===== config.mk =====
export PLATFORM = sky130hd
export DESIGN_NAME = memory_access_controller
export DESIGN_NICKNAME = d
export VERILOG_FILES = /design/src/rtl/memory_access_controller.sv
export SDC_FILE = /design/constraint.sdc
export NUM_CORES = 1
export LEC_CHECK = 0
export ABC_AREA = 1
export CORE_AREA = 3 3 50 52
export CTS_CLUSTER_SIZE = 40
export DETAILED_ROUTE_END_ITERATION = 8
export DIE_AREA = 0 0 53 55
export GPL_TIMING_DRIVEN = 0
export PLACE_DENSITY_LB_ADDON = 0.3
export RECOVER_POWER = 50
export SLEW_MARGIN = 10
export SYNTH_ARGS = -nofsm -noshare
export SYNTH_HDL_FRONTEND = slang
export SYNTH_SLANG_ARGS = --single-unit
export TNS_END_PERCENT = 5

===== constraint.sdc =====
create_clock -name clk -period 3.3 [get_ports clk]
set_input_delay 0.33 -clock clk [delete_from_list [all_inputs] [get_ports clk]]
set_output_delay 0.33 -clock clk [all_outputs]
set_load 0.01 [all_outputs]

===== src/rtl/memory_access_controller.sv =====
// memory_access_controller: flow control between a producer, a sequential memory and a consumer
module memory_access_controller #(
   parameter int DATA_WIDTH = 8,
   parameter int DEPTH      = 16
) (
   input  logic                         clk,
   input  logic                         reset,
   input  logic                         in_valid,
   output logic                         in_ready,
   input  logic [DATA_WIDTH-1:0]        in_data,
   output logic                         out_valid,
   input  logic                         out_ready,
   output logic [DATA_WIDTH-1:0]        out_data,
   output logic                         request_write,
   output logic                         request_read,
   output logic [DATA_WIDTH-1:0]        mem_data_in,
   input  logic [DATA_WIDTH-1:0]        mem_data_out,
   output logic [$clog2(DEPTH+1)-1:0]   count,
   output logic                         full,
   output logic                         empty
);
   localparam int CW = $clog2(DEPTH+1);
   logic rd_pending;
   logic rd_go;
   // Handshake decode: a read beats a write, and nothing is accepted while reset is held
   always_comb begin
      full          = count == CW'(DEPTH);
      empty         = count == '0;
      rd_go         = !empty && !out_valid && !rd_pending;
      request_read  = rd_go;
      in_ready      = reset && !full && !rd_go;
      request_write = in_valid && in_ready;
      mem_data_in   = in_data;
   end
   // Words currently held in memory; strobes are mutually exclusive and gated by full/empty
   always_ff @(posedge clk or negedge reset)
      if (!reset)
         count <= '0;
      else if (request_write)
         count <= count + CW'(1);
      else if (request_read)
         count <= count - CW'(1);
   // Read pipeline: strobe, then memory data, then captured output held until taken
   always_ff @(posedge clk or negedge reset)
      if (!reset) begin
         rd_pending <= 1'b0;
         out_valid  <= 1'b0;
         out_data   <= '0;
      end else begin
         rd_pending <= request_read;
         if (rd_pending) begin
            out_data  <= mem_data_out;
            out_valid <= 1'b1;
         end else if (out_ready)
            out_valid <= 1'b0;
      end
endmodule

==> qor.csv, run 1 <==
metric;value;unit
row cnt;17;
worst-skew pair later-pin latency;0.28;ns
TritonCTS clock tree;yes;
hold_ws;0.475;ns
Initial Utilization;38.8;%
minimum clock period;2.71;ns
WL per Instance;10.5;um
gr ovfl total;0;
clock slew at reported path FFs;0.09;ns
quantity of gates resized following cts;0;
vias;760;
commonest non-fill, non-tap cells in the layout;nand2_1 (40), clkdlybuf4s50_1 (34), dfrtp_1 (15), nand3_1 (9);
FF-to-FF path depth;11;
layout cells sized above 1;12.8;%
die width;53;um
fin nets;166;
drt drc;0;
worst setup path startpoint;reset;
post-route setup TNS;0;ns
HPWL Detailed;1.36;mm
CP cell instances;dlygate4sd3_1 -> nand2_1 -> inv_1 -> nand3_4 -> inv_1 -> clkdlybuf4s50_1;
WP buf/inv;4;
Synth Area in Compound Gates;1.80;%
multi-input logic area;353;um^2
Net Count, Synth;123;
Cells after Synth;99;
Worst setup SP type;input port;
DR iter-0 viols;6;
Crit Path Max Fanout;16;
setup violators final;0;
fmax;369;MHz
largest family of logic cells by synthesized area;simple AND/OR/NAND/NOR gates;
FF-to-FF End;count[4];
Hold Fails Final Rpt;0;
hold path cells;2;
sequential share of the synthesized area;45.0;%
Post-Syn Area;835;um^2
Post-DRT Antenna Nets;0;
Hold Path Class;reg2reg;
CTS root buf;clkbuf_4;
Yosys warning total;0;
Via-to-Cell Ratio;4.50;
final wirelength;1.77;mm
worst r2r src;rd_pending;
simple-gate share of the synthesized area;32.4;%
CP Data Arrival Time;2.38;ns
Cell variety after synth;19;
Max VDD drop;0.000558;V
core area;0.00215;mm^2
Area Growth Syn to Fin;52.0;%
vias in the first global route;714;
post-synthesis mux area share;0;%
RSZ-0062 raised after global routing;no;
Mapped Avg Cell Area;8.43;um^2
leakage;0.000640;uW
Max Cap Violations;0;
Top cell by count, worst path;inv_1;
Chip Height;55;um
end of the worst hold path;out_data[1];
Worst Skew;0.00103;ns
IO buf count;38;
PwrDens;931;mW/mm^2
H-tree depth;1;
Slew headroom;54.9;%
routability congestion estimate;0.785;
TritonCTS Sinks;15;
antenna violations before repair;0;
FILL cells;195;
# IOs;47;
global-route wire length before repair;2.88;mm
gr usage total;13.5;%
origin of the worst min-delay path;out_data[1];
Worst path slowest cell;dlygate4sd3_1;
pin count of the biggest net entering global routing;17;
most common cell after layout, fill and taps aside;nand2_1;
Final period util;82.0;%
register area;375;um^2
Num CTS Buffers;3;
Initial DRT Pass Iterations;5;
Setup CP Type;in2out;
antenna cells;0;
crit end category;output port;
FF-to-FF setup slack;0.94;ns
status;complete, no violations;
CTS Hold Bufs;0;
Critical Path Max Stage Delay;0.97;ns
xor and xnor area share after synthesis;2.10;%
Worst Path Required;2.97;ns
Max Slew Vio Count;0;
Setup Fix Bufs, Post-CTS;0;
die area;0.00292;mm^2
worst slew pin tran;0.674;ns
clock tree buffer depth;2;
flip-flop and latch count after synthesis;15;
Synth Area in Adders;6.90;%
crit-path leading delay family;buffers and inverters;
[worst reg2reg max path: stages, from the launching register on]
cell      delay, ns
dfrtp_1        0.33
clkbuf_1       0.39
nor2_4         0.05
nand2_1        0.31
nand3_4        0.21
fa_1           0.50
nand3_1        0.10
nand2_1        0.09
inv_1          0.08
nand2_1        0.05
nand3_1        0.10
nand2_1        0.05
[final cells by class]
cell class	count	share of cell area, %
flip-flops and latches	15	29.6
clock inverters	1	0.394
well taps	28	2.76
inverters	9	2.66
repair buffers	38	30.0
multi-input cells	66	27.8
plain buffers	9	5.03
clock buffers	3	1.78
[cells by family after synthesis]
logic type / after synthesis
flops: 15
xor+xnor: 2
simple gates: 57
compound gates: 3
fa+ha+maj: 4
buf+inv: 18
[per-stage QoR]
stage	instances	power [uW]	util [%]	cell area, um^2	setup WS, ns
CTS	169	1210	59.5	1280	0.619
global route	169	1310	59.1	1270	0.317
global placement	165	1080	58.2	1250	0.543
detailed placement	165	1100	58.2	1250	0.515
finish	169	1180	59.1	1270	0.593
floorplan	99	785	-	835	1.35
[registers in the layout, indices dropped and copies added (netlist names)]
| signal | count |
|---|---|
| rd_pending | 1 |
| out_valid | 1 |
| count | 5 |
| out_data | 8 |
[worst max path at each step]
stage | depth (start not counted) | to
finish | 6 | request_write
global route | 6 | request_write
CTS | 6 | request_write
detailed placement | 11 | count[4]
global placement | 11 | count[4]
floorplan | 11 | count[4]
[cell usage after synthesis]
cell type | number | share of area [%]
nand2_1 | 39 | 18
dfrtp_1 | 15 | 45
nand3_1 | 9 | 5.4
buf_4 | 8 | 7.2
inv_1 | 8 | 3.6
a21oi_1 | 3 | 1.8
ha_1 | 3 | 4.5
nor2_2 | 2 | 1.5
xor2_1 | 2 | 2.1
buf_2 | 1 | 0.60
clkinv_1 | 1 | 0.45
fa_1 | 1 | 2.4
nand2_2 | 1 | 0.75
nand2_4 | 1 | 1.3
nand3_2 | 1 | 1.2
nand3_4 | 1 | 2.1
nand4_1 | 1 | 0.75
nor2_1 | 1 | 0.45
nor2_4 | 1 | 1.3
[power breakdown]
group | internal [uW] | leakage [uW] | switching (uW)
clock | 44.9 | 0.0000177 | 57.2
sequential | 279 | 0.000183 | 77.5
combinational | 357 | 0.000439 | 365
total | 681 | 0.000640 | 500
[per-layer routing]
metal	share of wire (%)	global-route usage (%)	routed length, um
met5	0	0	0
met3	8.0	3.49	142
met1	47	18.2	840
met4	1.5	7.66	26
met2	43	19.8	762
No activity file was read; power rests on OpenSTA's default activity.
==> inputs of run 2 (changes only) <==
--- a/config.mk
+++ b/config.mk
@@ -6,10 +6,10 @@
 export NUM_CORES = 1
 export LEC_CHECK = 0
 export ABC_AREA = 1
-export CORE_AREA = 3 3 50 52
+export CORE_AREA = 3 3 54 56
 export CTS_CLUSTER_SIZE = 40
 export DETAILED_ROUTE_END_ITERATION = 8
-export DIE_AREA = 0 0 53 55
+export DIE_AREA = 0 0 57 59
 export GPL_TIMING_DRIVEN = 0
 export PLACE_DENSITY_LB_ADDON = 0.3
 export RECOVER_POWER = 50
==> constraint.sdc (replaced) <==
create_clock -name clk -period 2.4 [get_ports clk]
set_input_delay 0.24 -clock clk [delete_from_list [all_inputs] [get_ports clk]]
set_output_delay 0.24 -clock clk [all_outputs]
set_load 0.01 [all_outputs]
==> qor.csv, run 2 (synthesis results as in run 1) <==
metric;value;unit;change
status;complete, no violations;;unchanged
Clk pwr share;8.5;%;was 8.7%
Setup WS pre-CTS;-0.324;ns;was 0.515 ns
worst-skew pair later-pin latency;0.27;ns;was 0.28 ns
Post-DRT Antenna Nets;0;;unchanged
row cnt;18;;was 17
clock slew at reported path FFs;0.08;ns;was 0.09 ns
minimum clock period;2.25;ns;
worst r2r src;rd_pending;;unchanged
fin worst setup slack;0.153;ns;was 0.593 ns
# IOs;47;;unchanged
Initial Utilization;33.7;%;was 38.8%
CTS root buf;clkbuf_4;;unchanged
Setup CP Type;reg2out;;was in2out
PwrDens;1290;mW/mm^2;was 931 mW/mm^2
Worst setup SP type;flop;;was input port
gr ovfl total;0;;unchanged
fin cells;171;;was 169
fin nets;166;;unchanged
overall power;1640;uW;was 1180 uW
Max VDD drop;0.000741;V;was 0.000558 V
antenna cells;0;;unchanged
Slew headroom;54.1;%;was 54.9%
setup violators final;0;;unchanged
RSZ-0062 raised after global routing;no;;unchanged
Worst Path Required;2.16;ns;was 2.97 ns
CTS Hold Bufs;0;;unchanged
Num CTS Buffers;3;;unchanged
layout cells sized above 1;12.8;%;unchanged
crit end category;output port;;unchanged
Chip Height;59;um;was 55 um
CP Data Arrival Time;2.01;ns;was 2.38 ns
Via-to-Cell Ratio;4.32;;was 4.50
Area Growth Syn to Fin;52.9;%;was 52.0%
WL per Instance;10.9;um;was 10.5 um
antenna violations before repair;0;;unchanged
global-route wire length before repair;3.11;mm;was 2.88 mm
clock tree buffer depth;2;;unchanged
H-tree depth;1;;unchanged
most common cell after layout, fill and taps aside;nand2_1;;unchanged
Initial DRT Pass Iterations;4;;was 5
IO buf count;38;;unchanged
DP Area;0.00125;mm^2;about the same
registers with the most flip-flops;out_data: 8 flops, count: 5 flops;;unchanged
final wirelength;1.87;mm;was 1.77 mm
FILL cells;246;;was 195
worst slew pin tran;0.689;ns;was 0.674 ns
die width;57;um;was 53 um
Max Cap Violations;0;;unchanged
Crit Path Max Fanout;11;;was 16
Switching Share;42.4;%;about the same
commonest non-fill, non-tap cells in the layout;nand2_1 (39), clkdlybuf4s50_1 (29), dfrtp_1 (15), nand3_1 (9);;was nand2_1 (40), clkdlybuf4s50_1 (34), dfrtp_1 (15), nand3_1 (9)
TritonCTS Sinks;15;;unchanged
register area;375;um^2;unchanged
Max Slew Vio Count;0;;unchanged
gr usage total;11.5;%;was 13.5%
multi-input logic area;360;um^2;was 353 um^2
placed cell count;167;;was 165
die area;0.00336;mm^2;was 0.00292 mm^2
fmax;445;MHz;
drt drc;0;;unchanged
routability congestion estimate;0.758;;was 0.785
TritonCTS clock tree;yes;;unchanged
max reg flops;8;;unchanged
fin area;0.00128;mm^2;was 0.00127 mm^2
HPWL Detailed;1.49;mm;was 1.36 mm
Hold Fails Final Rpt;0;;unchanged
vias;738;;was 760
combinational power share;61.4;%;was 61.2%
Internal;946;uW;was 681 uW
DR iter-0 viols;21;;was 6
FF-to-FF path depth;11;;unchanged
Hold Path Class;in2async;;was reg2reg
Final period util;93.6;%;
core area;0.00248;mm^2;was 0.00215 mm^2
P_sw;697;uW;was 500 uW
pin count of the biggest net entering global routing;17;;unchanged
leakage;0.000641;uW;was 0.000640 uW
FF-to-FF setup slack;0.25;ns;was 0.94 ns
Worst Skew;0.00101;ns;was 0.00103 ns
vias in the first global route;718;;was 714
FF-to-FF End;count[4];;unchanged
part of the power in registers;30.1;%;was 30.2%
Largest Register;out_data;;unchanged
run 2: changes by cell type in the layout (fill, tap and decap cells not counted), sizes merged:
cell           delta
clkdlybuf4s50     -5
dlygate4sd3       +4
clkbuf            +1
clkinv            -1
dlygate4sd2       +1
run 2: metrics by stage:
step                util, %  hold slack (ns)  TNS, ns
floorplan                 -          -0.0556        0
global placement       50.6            0.453   -0.728
detailed placement     50.6            0.466   -0.848
CTS                    51.6            0.123        0
global route           51.5            0.155        0
finish                 51.5            0.109        0
run 2: worst max path at each step:
stage                from       endpoint  slack [ns]  cells after the start
2_1_floorplan    count[0]       count[4]        0.45                     11
6_report       rd_pending  request_write        0.15                      6
4_1_cts             reset  request_write        0.15                      6
5_1_grt             reset  request_write        0.01                      6
3_5_place_dp        reset       count[4]       -0.32                     11
3_3_place_gp        reset       count[4]       -0.29                     11
run 2: cell type report:
| class | instances | share of cell area [%] |
|---|---|---|
| sequential | 15 | 29.4 |
| multi-input combinational | 66 | 28.2 |
| buffer | 9 | 5.00 |
| tap | 30 | 2.94 |
| inverter | 9 | 2.65 |
| timing repair buffer | 38 | 29.7 |
| clock buffer | 4 | 2.06 |
run 2: critical path: stages, from the launching register on:
cell             delay [ns]
dfrtp_1                0.33
clkbuf_1               0.41
nor2_4                 0.07
nand2_4                0.15
nand3_4                0.16
inv_1                  0.08
clkdlybuf4s50_1        0.53
run 2: metal layers:
layer  part of all wire [%]  global-route usage [%]  vias to the layer above
met4                      0                    3.97                        0
met5                      0                       0                        -
li1                       -                       -                      383
met2                     46                    18.3                       30
met1                     44                    15.0                      325
met3                    9.3                    3.49                        0
run 2: power by group through the flow:
stage	combinational [uW]	sequential, uW	clock [uW]
final	1010	495	140
after global routing	1140	514	157
after CTS	1030	495	148
after detailed placement	1020	500	0
after global placement	1000	493	0
after floorplan	540	539	0
run 2: what timing repair did:
action,in CTS,in global routing
gates resized for setup,1,0
endpoints found under the setup margin,2,0
setup buffers,0,0
==> RTL edit 1, RTL diff (flow settings as in run 2) <==
The parameter `DATA_WIDTH` goes from 8 to 10.
--- a/src/rtl/memory_access_controller.sv
+++ b/src/rtl/memory_access_controller.sv
@@ -1,6 +1,6 @@
 // memory_access_controller: flow control between a producer, a sequential memory and a consumer
 module memory_access_controller #(
-   parameter int DATA_WIDTH = 8,
+   parameter int DATA_WIDTH = 10,
    parameter int DEPTH      = 16
 ) (
    input  logic                         clk,
Interface: changed (resized in_data, mem_data_in, mem_data_out and out_data); port bits go from 47 to 55. No check against the original RTL was run, so the function may have changed too.
==> RTL edit 1 against run 2 <==
Routed wire length grew 20%. Power grew 9.5%. Maximum frequency shrank 0.29%. Combinational power grew 9%. Worst setup slack lost 0.0066 ns. First-iteration DRC count shrank 48%. Synthesized area grew 9.1%. Final area grew 12%. Sequential cell count grew 2. Non-clock buffer count grew 11. Critical endpoint unchanged. Largest power group unchanged. Highest routed layer unchanged.
==> RTL edit 1: results (changes against run 2) <==
metric;value;unit;change
outcome;finished, final reports clean;;
final wirelength;2242;um;+20%
post-synthesis xor/xnor area fraction;1.923;%;-0.18 points
synth cell count leaders;nand2_1 (44), dfrtp_1 (17), buf_4 (10);;
Synth area leaders;dfrtp_1 (47%), nand2_1 (18%), buf_4 (8.2%);;
CP max FO;10;;-1
Non-clock buffers;58;;+23%
CLK BUF;3;;-1
fraction of area in multi-input gates;26.33;%;-1.9 points
clk cell area share;1.918;%;-0.14 points
Leakage Power;0.7230;nW;+13%
#MultiIn Comb;71;;+7.6%
post-synthesis adder-cell area fraction;6.319;%;-0.58 points
Port-buffer cells;44;;+16%
final clock skew;0.009210;ns;+0.008199 ns
vias in the first global route;816;;+14%
number of synthesized register bits;17;;+2
dpl hpwl;1747;um;+17%
biggest regs;out_data: 10 flops, count: 5 flops;;
largest net degree at the start of global routing;19;;+2
sequential cell area share;29.82;%;+0.40 points
first-pass GRT wire length;3429;um;+10%
NonClk Buf Share;37.23;%;+2.5 points
Final Hold Slack;0.4810;ns;+0.3722 ns
GRT Total Usage;12.95;%;+1.4 points
critical path startpoint;count[1];;
nonclk inv count;8;;-1
Yosys cell types;18;;-1
Layout fillers;237;;-3.7%
Layout Cells excl Fill;188;;+9.9%
RR Startpoint;count[1];;
## RTL edit 1: per-layer routing
layer | global-route usage (%) | vias to the layer above | routed length [um]
li1 | - | 425 | -
met1 | 15.45 | 399 | 958
met2 | 23.00 | 44 | 1075
met3 | 3.922 | 0 | 208
met4 | 2.980 | 0 | 0
met5 | 0 | - | 0
## RTL edit 1: power breakdown
part,internal (mW),leakage [nW],switching [mW],total (mW)
Combinational,0.548,0.500,0.556,1.10
Clock,0.0617,0.0177,0.0830,0.145
Sequential,0.437,0.206,0.115,0.552
## RTL edit 1: cell families (layout without fill, tap and decap cells)
| family | count (synthesis) | in the layout |
|---|---|---|
| adder cells (fa/ha/maj) | 4 | 4 |
| AND/OR/NAND/NOR | 62 | 62 |
| flip-flops | 17 | 17 |
| AO/OA/AOI/OAI | 3 | 3 |
| XOR/XNOR | 2 | 2 |
| buffers and inverters | 20 | 70 |
==> RTL edit 2, RTL diff (flow settings as in run 2) <==
Without the edit above. Reset style: synchronous (`reset`), changed in 2 clocked blocks.
--- a/src/rtl/memory_access_controller.sv
+++ b/src/rtl/memory_access_controller.sv
@@ -33,7 +33,7 @@
       mem_data_in   = in_data;
    end
    // Words currently held in memory; strobes are mutually exclusive and gated by full/empty
-   always_ff @(posedge clk or negedge reset)
+   always_ff @(posedge clk)
       if (!reset)
          count <= '0;
       else if (request_write)
@@ -41,7 +41,7 @@
       else if (request_read)
          count <= count - CW'(1);
    // Read pipeline: strobe, then memory data, then captured output held until taken
-   always_ff @(posedge clk or negedge reset)
+   always_ff @(posedge clk)
       if (!reset) begin
          rd_pending <= 1'b0;
          out_valid  <= 1'b0;
Formal check against the unedited RTL: differs if reset is asserted again (counterexample within 4 cycles, from zero or initial values and one cycle with reset low); with reset held inactive, the same outputs for 10 cycles.
==> RTL edit 2 against run 2 <==
Final area up 3.3%. Utilization grew 1.7 points. Power shrank 1.2%. Routed wire length is 5.8% higher. Synthesized area is 3.6% higher. Sequential cell count is the same. Worst setup slack improved by 0.11 ns. Maximum frequency grew 4.9%. Global-route usage grew 0.96 points.
==> RTL edit 2: results (changes against run 2) <==
metric;value;unit;change
NumNets Final;177;;+6.6%
sequential area share after synthesis;34.73;%;-10 points
slowest stage delay, CP;0.48;ns;-0.05 ns
crit path max-delay cell type;fa_1;;
CP delay by family, top;simple AND/OR/NAND/NOR gates;;
post-CTS sizing;0;;-1
M1 GR Usage;12.48;%;-2.5 points
syn nets;134;;+8.9%
top layer used by detailed routing;met4;;
Async SR Flop Fraction;0;%;-100 points
Peak VDD IR;0.6941;mV;-6.3%
final wirelength;1979;um;+5.8%
WL met3;169;um;-2.3%
Leakage Power;0.6038;nW;-5.8%
vias in the first global route;846;;+18%
wl on met1;775;um;-6.4%
FF-to-FF End;count[4];;
#MultiIn Comb;72;;+9.1%
first-pass GRT wire length;3374;um;+8.5%
fraction of area in multi-input gates;33.30;%;+5.1 points
fraction of layout cells with a size suffix above 1;19.74;%;+7.0 points
nonclk inv count;13;;+4
sequential cell area share;22.87;%;-6.5 points
hold crit path type;flip-flop to flip-flop;;
outcome;finished, final reports clean;;
critical path startpoint;count[1];;
Placer Congestion;0.6914;;-8.8%
Post-synth top flop;dfxtp_1;;
largest net degree at the start of global routing;11;;-6
clk cell area share;1.992;%;-0.066 points
synth cell count leaders;nor2_1 (27), dfxtp_1 (15), nand2_1 (12);;
Worst Setup End Kind;flip-flop;;
Net Sw Frac;43.15;%;+0.71 points
r2r worst-path depth;15;;+4
GRT Total Usage;12.47;%;+0.96 points
number of clock sinks;15;;unchanged
Synth area leaders;dfxtp_1 (35%), nor2_1 (12%), buf_4 (6.9%);;
worst slew pin tran;0.7695;ns;+0.08074 ns
Non-clock buffers;48;;+2.1%
Layout fillers;261;;+6.1%
CP max FO;5;;-6
via count;798;;+8.1%
Final Hold Slack;0.5087;ns;+0.4000 ns
==> RTL edit 2: kinds of logic after synthesis <==
family | synth area share, %
xor+xnor | 2.026
flops | 34.73
fa+ha+maj | 6.658
buf+inv | 15.48
compound gates | 9.118
simple gates | 31.98
==> RTL edit 2: per-stage QoR <==
| stage | util, % | cells | cell area [um2] | setup slack (ns) |
|---|---|---|---|---|
| floorplan | - | 110 | 864.6 | 0.2713 |
| global placement | 51.77 | 178 | 1282 | 0.03148 |
| detailed placement | 51.77 | 178 | 1282 | -0.04746 |
| CTS | 52.83 | 182 | 1309 | 0.1217 |
| global route | 53.23 | 182 | 1319 | 0.04646 |
| finish | 53.23 | 182 | 1319 | 0.2584 |
==> RTL edit 2: power groups by stage <==
stage / registers, mW / logic (mW) / clock network (mW)
floorplan: 0.468 / 0.618 / 0
global placement: 0.432 / 1.01 / 0
detailed placement: 0.440 / 1.04 / 0
CTS: 0.435 / 1.05 / 0.152
global route: 0.457 / 1.16 / 0.162
finish: 0.442 / 1.04 / 0.143
